[src/rtl/vesp_boot_loader.sv]
// Boot sequencer for the VeSP core: zero-fills the low memory region, then
// streams a program image into memory while holding the CPU in reset.
module vesp_boot_loader #(
    parameter int WORD_SIZE   = 16,
    parameter int ADDR_SIZE   = 12,
    parameter int CLEAR_DEPTH = 256,
    parameter int LOAD_BASE   = 0
) (
    input  logic                 clk,
    input  logic                 rst,
    input  logic                 start,
    input  logic                 prog_valid,
    input  logic [WORD_SIZE-1:0] prog_data,
    input  logic                 prog_last,
    output logic                 prog_ready,
    output logic                 mem_we,
    output logic [ADDR_SIZE-1:0] mem_addr,
    output logic [WORD_SIZE-1:0] mem_wdata,
    output logic                 cpu_hold,
    output logic                 busy,
    output logic                 done,
    output logic                 error,
    output logic [ADDR_SIZE:0]   load_count
);

    typedef enum logic [2:0] {
        S_IDLE,
        S_CLEAR,
        S_LOAD,
        S_DONE,
        S_ERROR
    } state_t;

    localparam logic [ADDR_SIZE-1:0] CLR_LAST = ADDR_SIZE'(CLEAR_DEPTH - 1);
    localparam logic [ADDR_SIZE-1:0] LD_FIRST = ADDR_SIZE'(LOAD_BASE);
    localparam logic [ADDR_SIZE-1:0] ADDR_MAX = '1;

    state_t               state_reg;
    logic [ADDR_SIZE-1:0] clr_addr_reg;
    logic [ADDR_SIZE-1:0] ld_addr_reg;
    logic [ADDR_SIZE:0]   load_count_reg;
    logic                 prog_ready_reg;
    logic                 mem_we_reg;
    logic [ADDR_SIZE-1:0] mem_addr_reg;
    logic [WORD_SIZE-1:0] mem_wdata_reg;
    logic                 cpu_hold_reg;
    logic                 busy_reg;
    logic                 done_reg;
    logic                 error_reg;
    logic                 beat;

    // prog_ready_reg is only ever high while in LOAD, so this is a LOAD beat
    assign beat = prog_valid && prog_ready_reg;

    always_ff @(posedge clk) begin
        if (rst) begin
            state_reg      <= S_IDLE;
            clr_addr_reg   <= '0;
            ld_addr_reg    <= '0;
            load_count_reg <= '0;
            prog_ready_reg <= 1'b0;
            mem_we_reg     <= 1'b0;
            mem_addr_reg   <= '0;
            mem_wdata_reg  <= '0;
            cpu_hold_reg   <= 1'b1;
            busy_reg       <= 1'b0;
            done_reg       <= 1'b0;
            error_reg      <= 1'b0;
        end else begin
            mem_we_reg <= 1'b0;
            case (state_reg)
                S_IDLE, S_DONE, S_ERROR: begin
                    if (start) begin
                        state_reg      <= S_CLEAR;
                        clr_addr_reg   <= '0;
                        load_count_reg <= '0;
                        cpu_hold_reg   <= 1'b1;
                        busy_reg       <= 1'b1;
                        done_reg       <= 1'b0;
                        error_reg      <= 1'b0;
                    end
                end
                S_CLEAR: begin
                    mem_we_reg    <= 1'b1;
                    mem_addr_reg  <= clr_addr_reg;
                    mem_wdata_reg <= '0;
                    clr_addr_reg  <= clr_addr_reg + 1'b1;
                    if (clr_addr_reg == CLR_LAST) begin
                        state_reg      <= S_LOAD;
                        ld_addr_reg    <= LD_FIRST;
                        prog_ready_reg <= 1'b1;
                    end
                end
                S_LOAD: begin
                    if (beat) begin
                        mem_we_reg     <= 1'b1;
                        mem_addr_reg   <= ld_addr_reg;
                        mem_wdata_reg  <= prog_data;
                        load_count_reg <= load_count_reg + 1'b1;
                        if (prog_last) begin
                            state_reg      <= S_DONE;
                            prog_ready_reg <= 1'b0;
                            busy_reg       <= 1'b0;
                            done_reg       <= 1'b1;
                            cpu_hold_reg   <= 1'b0;
                        end else if (ld_addr_reg == ADDR_MAX) begin
                            // top of memory reached without prog_last: stop, never wrap
                            state_reg      <= S_ERROR;
                            prog_ready_reg <= 1'b0;
                            busy_reg       <= 1'b0;
                            error_reg      <= 1'b1;
                        end else begin
                            ld_addr_reg <= ld_addr_reg + 1'b1;
                        end
                    end
                end
                default: state_reg <= S_IDLE;
            endcase
        end
    end

    assign prog_ready = prog_ready_reg;
    assign mem_we     = mem_we_reg;
    assign mem_addr   = mem_addr_reg;
    assign mem_wdata  = mem_wdata_reg;
    assign cpu_hold   = cpu_hold_reg;
    assign busy       = busy_reg;
    assign done       = done_reg;
    assign error      = error_reg;
    assign load_count = load_count_reg;

endmodule

[config.mk]
export PLATFORM = sky130hd
export DESIGN_NAME = vesp_boot_loader
export DESIGN_NICKNAME = d
export VERILOG_FILES = /design/src/rtl/vesp_boot_loader.sv
export SDC_FILE = /design/constraint.sdc
export NUM_CORES = 1
export LEC_CHECK = 0
export ABC_AREA = 1
export CAP_MARGIN = 30
export CORE_MARGIN = 3
export CORE_UTILIZATION = 56
export CTS_CLUSTER_DIAMETER = 200
export CTS_CLUSTER_SIZE = 10
export DETAILED_ROUTE_END_ITERATION = 12
export PLACE_DENSITY = 0.95
export SYNTH_ARGS = -nofsm -noshare
export SYNTH_HDL_FRONTEND = slang
export SYNTH_SLANG_ARGS = --single-unit
[constraint.sdc]
create_clock -name clk -period 2.9 [get_ports clk]
set_input_delay 0.29 -clock clk [delete_from_list [all_inputs] [get_ports clk]]
set_output_delay 0.29 -clock clk [all_outputs]
set_load 0.05 [all_outputs]
==> results of run 1 <==
-- power groups by stage --
stage	logic, mW	clock network, mW	registers, mW
floorplan	0.712	0	1.65
global placement	1.41	0	1.30
detailed placement	1.45	0	1.30
CTS	1.46	0.911	1.28
global route	1.59	0.959	1.30
finish	1.47	0.908	1.28
-- critical path, delay by kind of cell, from the launching register on --
family | cells | cell delay (ns)
and+or+nand+nor | 4 | 0.86
buffers and inverters | 2 | 0.53
AOI/OAI and AO/OA | 1 | 0.25
DFF | 1 | 0.37
-- layout make-up --
type,instances,share of cell area
multi-input cells,387,0.4136
clock inverters,6,0.01929
flip-flops and latches,74,0.3217
inverters,52,0.04348
repair buffers,69,0.1516
well taps,75,0.02038
clock buffers,10,0.02989
-- layout by cell type (no fill, tap or decap), types with 2 or more instances in the layout --
master and count:
nor3_1 8, ha_1 3, nand2_2 4, o21ai_0 44, clkinvlp_4 2, nand3_4 4, a31oi_1 11, clkbuf_8 10
nand2_4 5, inv_4 2, nand3_1 42, nor2_1 58, nand4_1 6, a21oi_1 32, nor2_4 4, o21ai_1 6
bufinv_16 2, dfxtp_1 74, inv_2 6, nand3_2 3, nor2_2 2, inv_1 44, clkdlybuf4s50_1 67, nand2_1 145
-- layer usage --
metal / up-vias / wire length (um) / global-route usage
met5: - / 0 / 0
met2: 205 / 4672 / 0.4424
met4: 0 / 200 / 0.08782
li1: 1855 / - / -
met1: 1755 / 3973 / 0.3363
met3: 25 / 835 / 0.05582
-- metrics by stage --
| stage | instance area (sq um) | util | instances | setup slack (ns) |
|---|---|---|---|---|
| 2_1_floorplan | 3679 | - | 531 | 1.081 |
| 3_3_place_gp | 4378 | 0.7141 | 657 | 0.9591 |
| 3_5_place_dp | 4378 | 0.7141 | 657 | 0.8191 |
| 4_1_cts | 4604 | 0.7510 | 673 | 0.7958 |
| 5_1_grt | 4604 | 0.7510 | 673 | 0.5936 |
| 6_report | 4604 | 0.7510 | 673 | 0.7892 |
-- logic make-up (layout without fill, tap and decap cells) --
family	count (synthesis)	count (layout)	synth area share
buffers and inverters	70	137	0.07959
adder cells (fa/ha/maj)	3	3	0.01021
AND/OR/NAND/NOR	283	283	0.3585
AO/OA/AOI/OAI	99	99	0.1442
flip-flops	74	74	0.4027
XOR/XNOR	2	2	0.004763
-- worst max-delay path by stage --
| stage | endpoint |
|---|---|
| floorplan | load_count[10] |
| global placement | mem_wdata[15] |
| detailed placement | mem_wdata[4] |
| CTS | mem_wdata[4] |
| global route | mem_wdata[3] |
| finish | mem_wdata[4] |
==> summary.txt, run 1 <==
Outcome
  • Status: finished, final reports clean

Hold path
  • Source of the worst hold timing path: cpu_hold
  • Worst hold path class: flop to flop
  • Hold path depth: 2
  • Hold path endpoint: cpu_hold

STA
  • RSZ-0062 raised after global routing: no
  • Slew Viols, Final: 0
  • Min cycle time layout: 2.111 ns
  • Final Hold Fails: 0
  • Setup tns final: 0 ns
  • Actual slew at the worst max-slew pin: 0.5632 ns
  • Rel. slew slack: 0.6241
  • Max frequency: 473.8 MHz
  • Final setup viols: 0
  • Hold WS: 0.4780 ns
  • Worst Skew: 0.006885 ns
  • Final critical-path share of the clock period: 0.7279

Floorplan
  • Count of standard-cell rows: 28
  • Die height: 87.05 um
  • I/O pin cnt: 68
  • Area of the die: 7578 sq um
  • Area of the core: 6131 sq um
  • Die Wd: 87.05 um
  • Starting Density: 0.6000

Layout
  • Filler Cells Inserted: 413
  • P&R area growth vs syn: 25.17%
  • Fraction of layout cells with a size suffix above 1: 0.08696
  • Diodes inserted: 0
  • Largest register FFs: 16
  • Multi-input logic area: 1904 sq um
  • Flip-flop and latch area: 1481 sq um
  • Final nets: 617

Pwr
  • Power, Total: 3.658 mW
  • PwrDens: 794.4 nW/um^2
  • Sequential Power Share: 0.351
  • Logic pwr share: 0.401
  • Switching Share: 0.4256
  • Sw power: 1.557 mW
  • Clk pwr share: 0.248
  • Peak supply drop: 695.1 uV
  • Int Pwr: 2.101 mW
  • Leakage: 1.693 nW

Synth
  • Count leader, synth: nand2_1
  • Yosys warns: 0
  • Ys async rst share: 0
  • Cells after Synth: 531
  • Count of flip-flops with a built-in enable after synthesis: 0
  • Syn avg cell area: 6.928 sq um
  • Number of synthesized register bits: 74
  • Yosys cell types: 34
  • Seq/Total Area, Yosys: 0.4027
  • Most frequent cells after synthesis: nand2_1, dfxtp_1, nor2_1
  • Top cells by area, synth: dfxtp_1, nand2_1, o21ai_0
  • Post-synth top area cell: dfxtp_1
  • Yosys top cell area share: 0.4027
  • Mapped Nets: 555
  • Commonest register cell after synthesis: dfxtp_1
  • Cell area after synthesis: 3679 sq um

Detailed routing
  • TritonRoute pass-1 iters: 6
  • Vias per cell: 5.706
  • Routed WL per cell: 14.38 um
  • Post-route ant nets: 0
  • Via count: 3840
  • Starting DRT DRC Count: 442
  • Drt total wl: 9681 um
  • DRC violations left: 0

Clocking
  • Clock transition at the registers of the reported paths: 0.08 ns
  • # hold bufs at CTS: 0
  • Htree depth: 3
  • Count of clock tree sinks: 74
  • Post-CTS Resized: 0
  • CTS tree: done
  • Skew-Pair Late Insertion Delay: 0.35 ns
  • Root Driver: clkbuf_8
  • Post-CTS setup buffers: 0
  • CTS buffer count: 9
  • CTS Buffer Depth: 2

Worst setup path
  • Critical-path top delay cell: inv_4
  • Critical path peak fanout: 41
  • Critical setup path kind: flop to flop
  • Ordered list of cells on the worst path: inv_2 -> nand3_4 -> inv_4 -> nand2_4 -> nand2_4 -> nand2_2 -> o21ai_0
  • Crit path top cell by count: nand2_4
  • Critical path origin: state_reg[0]
  • Critical path launch point type: flop
  • R2R setup slack: 0.79 ns
  • Worst Path Arrival: 2.38 ns
  • Max stage delay on crit path: 0.43 ns
  • Critical Path RT: 3.17 ns
  • R2R depth: 7
  • Critical Path Sink Type: flop
  • Reg-to-reg startpoint: state_reg[0]
  • R2R Path End: mem_wdata[4]

Placement
  • PortBufs: 67
  • Placer Congestion: 0.9304
  • DP HPWL: 6944 um

Global routing
  • Initial antenna violation count: 0
  • Vias in the first global route: 3533
  • All-Layer GR Usage: 0.2638
  • Global route overflow: 0
  • First-pass GRT wire length: 16110 um
  • Largest net degree at the start of global routing: 42

Job
  • Max-cap viol count: 0
Note: power is estimated with default switching activity, not from simulation.
==> inputs of run 2 (changes only) <==
- CORE_UTILIZATION: 56 -> 47
- PLACE_DENSITY: 0.95 -> 0.87
- clock period: 2.9 -> 1.8 ns (I/O delays scaled with it)
==> run 2 against run 1 <==
Cell count grew 4.6%. Hold slack worse by 0.093 ns. Setup slack worse by 0.74 ns. Critical path depth is 6 lower. Design area rose by 1.5%. Core utilization decreased by 12 points. Count of clock-buffer cells in the layout is the same. Via count fell by 2.9%. Flip-flop and latch count did not move. Clock skew rose by 0.0083 ns. Global-route usage decreased by 4.0 points. Largest power group unchanged.
==> summary.txt, run 2 (synthesized netlist as in run 1, its figures left out) <==
Floorplan
  • I/O pin cnt: 68 (unchanged)
  • Die Wd: 94.47 um (+8.5%)
  • Area of the core: 7408 sq um (+21%)
  • Starting Density: 0.4965 (-0.1035)
  • Die height: 94.47 um (+8.5%)
  • Area of the die: 8925 sq um (+18%)
  • Count of standard-cell rows: 31 (+11%)

Global routing
  • Initial antenna violation count: 0 (unchanged)
  • Largest net degree at the start of global routing: 23 (-45%)
  • First-pass GRT wire length: 15950 um (-0.99%)
  • Vias in the first global route: 3472 (-1.7%)
  • All-Layer GR Usage: 0.2241 (-0.03969)
  • Global route overflow: 0 (unchanged)

Outcome
  • Status: finished, final reports clean

Clocking
  • CTS tree: done
  • Skew-Pair Late Insertion Delay: 0.36 ns (about the same)
  • CTS buffer count: 9 (unchanged)
  • # hold bufs at CTS: 0 (unchanged)
  • CTS Buffer Depth: 2 (unchanged)
  • Root Driver: clkbuf_8
  • Count of clock tree sinks: 74 (unchanged)
  • Clock transition at the registers of the reported paths: 0.08 ns (about the same)
  • Htree depth: 3 (unchanged)

Detailed routing
  • Starting DRT DRC Count: 283 (-36%)
  • Drt total wl: 9553 um (-1.3%)
  • Routed WL per cell: 13.57 um (-5.7%)
  • DRC violations left: 0 (unchanged)
  • Vias per cell: 5.298 (-7.1%)
  • Via count: 3730 (-2.9%)
  • TritonRoute pass-1 iters: 5 (-1)
  • Post-route ant nets: 0 (unchanged)

STA
  • Final Hold Fails: 0 (unchanged)
  • Actual slew at the worst max-slew pin: 0.5214 ns (-0.04180 ns)
  • Min cycle time layout: 1.752 ns
  • Rel. slew slack: 0.6513 (+0.02719)
  • Max frequency: 570.9 MHz
  • Setup tns final: 0 ns (unchanged)
  • Slew Viols, Final: 0 (unchanged)
  • Setup WS post-layout: 0.04830 ns (-0.7409 ns)
  • Worst Skew: 0.01518 ns (+0.008294 ns)
  • Final critical-path share of the clock period: 0.9732
  • Final setup viols: 0 (unchanged)
  • RSZ-0062 raised after global routing: no
  • Hold WS: 0.3852 ns (-0.09276 ns)

Layout
  • Commonest non-fill, non-tap cell in the layout: nand2_1
  • Diodes inserted: 0 (unchanged)
  • Filler Cells Inserted: 656 (+59%)
  • Final nets: 625 (+1.3%)
  • Design area: 4672 sq um (+1.5%)
  • Largest register FFs: 16 (unchanged)
  • Fraction of layout cells with a size suffix above 1: 0.1025 (+0.01552)
  • P&R area growth vs syn: 27.01%
  • Commonest non-fill, non-tap cells in the layout: nand2_1, dfxtp_1, clkdlybuf4s50_1

Worst setup path
  • Critical path launch point type: flop
  • R2R depth: 7 (unchanged)
  • Reg-to-reg startpoint: state_reg[2]
  • Critical Path Sink Type: primary output
  • Bufs and invs on worst path: 1 (-1)
  • Critical path peak fanout: 4 (-90%)
  • Max stage delay on crit path: 0.82 ns (+0.39 ns)
  • R2R setup slack: 0.18 ns (-0.61 ns)
  • Critical setup path kind: flop to primary output
  • Critical-path top delay cell: clkdlybuf4s50_1
  • Critical Path RT: 1.62 ns (-1.55 ns)
  • Worst Path Arrival: 1.57 ns (-0.81 ns)
  • Ordered list of cells on the worst path: clkdlybuf4s50_1
  • CP top delay family: buffers and inverters
  • R2R Path End: mem_wdata[9]

Placement
  • DP HPWL: 7049 um (+1.5%)
  • Placed Instance Area: 4458 sq um (+1.8%)
  • Dpl ws: 0.09855 ns (-0.7205 ns)
  • Placer Congestion: 0.9381 (+0.83%)
  • PortBufs: 67 (unchanged)

Hold path
  • Worst hold path class: primary input to flop
  • Hold path depth: 3 (+1)
  • Source of the worst hold timing path: prog_data[14]
  • Hold path endpoint: mem_wdata[14]

Pwr
  • Peak supply drop: 519.0 uV (-25%)
  • Leakage: 1.817 nW (+7.3%)
  • PwrDens: 1232 nW/um^2 (+55%)

Job
  • Max-cap viol count: 0 (unchanged)
-- run 2: repair_timing --
action                                  in CTS  in global routing
setup buffers                                0                  0
endpoints found under the setup margin       1                 25
resized for setup                            1                  9
pin swaps                                    0                  1
-- run 2: metrics by stage --
stage	util	total power, mW	instances
final	0.6306	5.755	704
after global routing	0.6306	6.097	704
after CTS	0.6276	5.754	704
after detailed placement	0.6018	4.474	689
after global placement	0.6018	4.413	689
after floorplan	-	3.806	531
-- run 2: power by group --
part	total [mW]	switching, mW	internal, mW
Clock	1.28	0.620	0.665
Sequential	2.07	0.185	1.88
Combinational	2.40	1.68	0.722
Total	5.75	2.49	3.27
-- run 2: worst max path at each step --
stage | from | end | slack [ns] | depth (start not counted)
after floorplan | load_count[0] | load_count[10] | 0.19 | 10
after global placement | prog_valid | mem_wdata[4] | 0.20 | 7
after detailed placement | prog_valid | mem_wdata[9] | 0.1 | 7
after CTS | load_count[7] | load_count[7] | 0.01 | 1
after global routing | load_count[12] | load_count[12] | 0.002 | 1
final | load_count[5] | load_count[5] | 0.05 | 1
-- run 2: final cells by class --
type | count | area, sq um | area share
multi-input cells | 387 | 1912 | 0.4092
flip-flops and latches | 74 | 1484 | 0.3176
repair buffers | 77 | 757.0 | 0.1620
inverters | 52 | 202.7 | 0.04339
clock buffers | 10 | 137.6 | 0.02946
well taps | 99 | 123.9 | 0.02651
clock inverters | 5 | 55.05 | 0.01178
-- run 2: metal layers --
metal | track usage | wire length, um | up-vias
met5 | 0 | 0 | -
met4 | 0.09615 | 183 | 0
met3 | 0.05179 | 582 | 20
met2 | 0.3747 | 4753 | 125
met1 | 0.2761 | 4034 | 1716
li1 | - | - | 1869
==> variant 1: new RTL, settings of run 2 <==
Register the output `load_count` once more, cleared by the reset; this adds one clock of latency there. The other outputs are not delayed to match.
--- a/src/rtl/vesp_boot_loader.sv
+++ b/src/rtl/vesp_boot_loader.sv
@@ -127,7 +127,13 @@
     assign busy       = busy_reg;
     assign done       = done_reg;
     assign error      = error_reg;
-    assign load_count = load_count_reg;
+    always_ff @(posedge clk) begin
+        if (rst) begin
+            load_count <= '0;
+        end else begin
+            load_count <= load_count_reg;
+        end
+    end
 
 endmodule
 
Formal check against the unedited RTL: no difference found for any inputs over 10 cycles, from zero or initial values and one cycle with rst high; that may be too few to reach the edited logic, so the function may still have changed.
==> variant 1 against run 2 <==
Sequential cell count is 13 higher. Cell area rose by 5.0%. Count of clock-buffer cells in the layout is 1 lower. Wire length rose by 6.5%. Global-route usage shrank 0.34 points. Synthesized area increased by 5.7%. Hold slack got worse by 0.20 ns. Setup slack about the same. Total power decreased by 3.5%. Largest cell class unchanged. Largest power group is now sequential cells. Highest routed layer unchanged.
==> variant 1: results (changes against run 2) <==
| Metric | Value |
|---|---|
| Status | finished clean |
| Fin Clk Skew | 0.00516 ns (-0.0100 ns) |
| Setup Buffers After CTS | 0 (unchanged) |
| Crit-path slowest cell | clkdlybuf4s50_1 |
| Initial antenna violation count | 0 (unchanged) |
| Switch share | 0.384 (-0.0482) |
| Gpl congestion | 0.939 (about the same) |
| Most common flop cell mapped by yosys | dfxtp_1 |
| CTS clk-pin slew, worst paths | 0.09 ns |
| Maximum number of pins on one net before global-route repair | 30 (+30%) |
| Final worst-path setup slack | 0.0481 ns (-0.000173 ns) |
| RR Endpoint | ld_addr_reg[10]$_SDFFE_PP0P_ |
| Longest Clk Path Bufs | 2 (unchanged) |
| Top cells by area, synth | dfxtp_1 (45%), nand2_1 (14%), nand3_1 (7.6%) |
| Port-buffer cells | 67 (unchanged) |
| Wire length after detailed routing | 10200 um (+6.5%) |
| Crit path max fanout | 3 (-1) |
| Vias in the first global route | 3754 (+8.1%) |
| Vias per cell | 5.42 (+2.3%) |
| Worst setup path startpoint | prog_ready$_SDFFE_PP0P_ |
| Post-placement setup slack | 0.0438 ns (-0.0548 ns) |
| Number of iterations in the first detailed-routing pass | 6 (+1) |
| Starting DRT DRC Count | 266 (-6.0%) |
| Layout cells sized above 1 | 0.0950 (-0.00747) |
| R2R depth | 10 (+3) |
| R2R Setup Slk | 0.13 ns (-0.05 ns) |
| Unique cell type count in the Yosys netlist | 33 (-2.9%) |
| Worst setup path end | prog_ready |
| Sequential area share after synthesis | 0.448 (+0.0453) |
| Nets | 640 (+2.4%) |
| P_leak | 1.81 nW (-0.41%) |
| Peak VDD IR | 0.000678 V (+31%) |
| Synth cell count leaders | nand2_1 (141), dfxtp_1 (87), nand3_1 (59), a21oi_1 (54), nor2_1 (48) |
| Diode count | 0 (unchanged) |
| Placed instance area | 4680 sq um (+5.0%) |
| Total Routing Usage GR | 0.221 (-0.00338) |
| Combinational Power Share | 0.339 (-0.079) |
| Reg2reg start | ld_addr_reg[1]$_SDFFE_PP0P_ |
| Syn_nets | 571 (+2.9%) |
| DPL Wire Length | 7280 um (+3.3%) |
| Crit-path leading delay family | buffers and inverters |
| First-pass GRT wire length | 17500 um (+9.5%) |
| Max FFs per register | 26 (+10) |
| Rel. slew slack | 0.653 (+0.00130) |
[variant 1: power by group through the flow]
stage | Sequential, W | Combinational (W) | Clock [W]
after floorplan | 0.00256 | 0.000945 | 0
after global placement | 0.00220 | 0.00179 | 0
after detailed placement | 0.00221 | 0.00184 | 0
after CTS | 0.00217 | 0.00186 | 0.00151
after global routing | 0.00219 | 0.00201 | 0.00160
final | 0.00217 | 0.00188 | 0.00149
[variant 1: cell families (layout without fill, tap and decap cells)]
| group | Yosys count | in the layout | synth area share |
|---|---|---|---|
| AO/OA/AOI/OAI | 99 | 99 | 0.138 |
| flip-flops | 87 | 87 | 0.448 |
| XOR/XNOR | 2 | 2 | 0.00451 |
| adder cells (fa/ha/maj) | 3 | 3 | 0.00966 |
| AND/OR/NAND/NOR | 283 | 283 | 0.321 |
| buffers and inverters | 73 | 147 | 0.0789 |
[variant 1: what timing repair did]
item                       CTS  global route
setup endpoints to repair    0            10
hold buffers                 0             0
resized for setup            0             3
[variant 1: how the worst min path moves through the flow]
stage / start / endpoint / slack, ns / cells past startpoint
2_1_floorplan: prog_data[1] / mem_wdata[1]$_SDFFE_PP0P_ / 0.34 / 2
3_3_place_gp: load_count_reg[4]$_SDFFE_PP0P_ / load_count[4]$_SDFF_PP0_ / 0.44 / 2
3_5_place_dp: cpu_hold$_SDFFE_PP1P_ / cpu_hold$_SDFFE_PP1P_ / 0.45 / 2
4_1_cts: rst / load_count[11]$_SDFF_PP0_ / 0.17 / 2
5_1_grt: rst / load_count[6]$_SDFF_PP0_ / 0.19 / 2
6_report: rst / load_count[5]$_SDFF_PP0_ / 0.18 / 2
[variant 1: final cells by class]
cell class                      count  area [sq um]
Tap cell                          102           128
Inverter                           50           188
Clock buffer                        9           124
Clock inverter                      7          95.1
Multi-Input combinational cell    387          1850
Sequential cell                    87          1740
Fill cell                         659          2980
Timing Repair Buffer               81           783
[variant 1: routing by layer]
metal,wire (um),global-route usage,up-vias
met5,0,0,-
met4,276,0.0853,0
met3,702,0.0433,28
met2,5100,0.385,158
met1,4100,0.267,1800
li1,-,-,1933
[variant 1: per-stage QoR]
stage / hold slack, ns / instances / util
floorplan: 0.340 / 547 / -
global placement: 0.443 / 707 / 0.593
detailed placement: 0.452 / 707 / 0.593
CTS: 0.173 / 723 / 0.621
global route: 0.187 / 723 / 0.622
finish: 0.181 / 723 / 0.622
==> variant 2: new RTL, settings of run 2 <==
Made on the original files. Set the parameter `ADDR_SIZE` to 14 (it was 12).
--- a/src/rtl/vesp_boot_loader.sv
+++ b/src/rtl/vesp_boot_loader.sv
@@ -2,7 +2,7 @@
 // streams a program image into memory while holding the CPU in reset.
 module vesp_boot_loader #(
     parameter int WORD_SIZE   = 16,
-    parameter int ADDR_SIZE   = 12,
+    parameter int ADDR_SIZE   = 14,
     parameter int CLEAR_DEPTH = 256,
     parameter int LOAD_BASE   = 0
 ) (
Interface: changed (resized load_count and mem_addr); port bits go from 68 to 72. The function was not compared with the original's and may differ.
==> variant 2 against run 2 <==
Synthesized area rose by 9.5%. Critical path depth did not move. First-iteration DRC count rose by 4.2%. Global-route usage up 1.6 points. Total power increased by 16%. Critical endpoint unchanged. Combinational power rose by 31%. Cell area is 16% higher. Critical path type unchanged. Sequential share of layout area is 1.3 points lower. Sequential power up 9%. Utilization up 2.5 points. Sequential cell count up 8. Cell count increased by 15%. Setup slack barely moved. Highest routed layer unchanged. Wire length rose by 23%.
==> variant 2: results (changes against run 2) <==
| Metric | Value |
|---|---|
| Status | finished clean |
| P_leak | 2.16 nW (+19%) |
| Sequential area share after synthesis | 0.408 (+0.00486) |
| Int Power | 0.00376 W (+15%) |
| Worst hold start | prog_data[15] |
| Via Count | 4448 (+19%) |
| Reg2reg start | state_reg[1]$_SDFFE_PP0P_ |
| Worst hold slack | 0.366 ns (-0.0196 ns) |
| Final sequential cell count | 82 (+11%) |
| Multi-input gate count | 433 (+12%) |
| Top cells by area, synth | dfxtp_1 (41%), nand2_1 (14%), nand3_1 (9.7%) |
| Port-buffer cells | 71 (+6.0%) |
| Post-placement setup slack | -0.0223 ns (-0.121 ns) |
| DPL Wire Length | 8530 um (+21%) |
| Sequential power share | 0.337 (-0.022) |
| Vias in the first global route | 4236 (+22%) |
| Gate Count Post-Synth | 591 (+11%) |
| Placed Cells | 783 (+14%) |
| Least-Margin Pin Slew | 0.553 ns (+0.0318 ns) |
| Maximum number of pins on one net before global-route repair | 55 (+140%) |
| Non-clock buffer count | 123 (+60%) |
| Peak VDD IR | 0.000776 V (+49%) |
| Buffer share of cell area | 0.211 (+0.0488) |
| Sequential portion of the cell area | 0.305 (-0.0131) |
| Hold EP | mem_wdata[15]$_SDFFE_PP0P_ |
-- variant 2: cell types whose count changed after synthesis, moves of 3 or more --
cell             run 2  this run
dfxtp_1             74        82
a21oi_1             32        37
nand3_4              4         0
o21ai_0             44        49
o21bai_1             1         4
nand3_1             42        78
nor3_1               8         3
clkbuf_1             7        12
-- variant 2: logic make-up after synthesis --
family,count (synthesis)
AOI/OAI and AO/OA,112
xor gates and xnor gates,2
adders and majority gates,3
buffers and inverters,76
DFF,82
and+or+nand+nor,316
-- variant 2: per-stage QoR --
| stage | cell area (sq um) | utilization |
|---|---|---|
| floorplan | 4030 | - |
| global placement | 5050 | 0.612 |
| detailed placement | 5050 | 0.612 |
| CTS | 5270 | 0.638 |
| global route | 5410 | 0.655 |
| finish | 5410 | 0.655 |
-- variant 2: how the worst max path moves through the flow --
stage,endpoint,slack [ns],cells after the start
final,load_count[5],0.05,1
after global routing,ld_addr_reg[2]$_SDFFE_PP0P_,-0.03,12
after CTS,load_count[7],0.002,1
after detailed placement,ld_addr_reg[9]$_SDFFE_PP0P_,-0.02,12
after global placement,ld_addr_reg[9]$_SDFFE_PP0P_,0.02,12
after floorplan,load_count[11]$_SDFFE_PP0P_,0.14,7
-- variant 2: repair_timing --
action | CTS | global route
pin swaps | 2 | 6
endpoints found under the setup margin | 14 | 47
hold buffers | 0 | 0
cloned | 0 | 0
setup buffers | 2 | 11
resized for setup | 4 | 22
-- variant 2: routing by layer --
layer	GRT usage	wire, um	vias to the layer above
li1	-	-	2176
met1	0.303	4960	2051
met2	0.409	5660	190
met3	0.0340	785	31
met4	0.106	314	0
met5	0	0	-
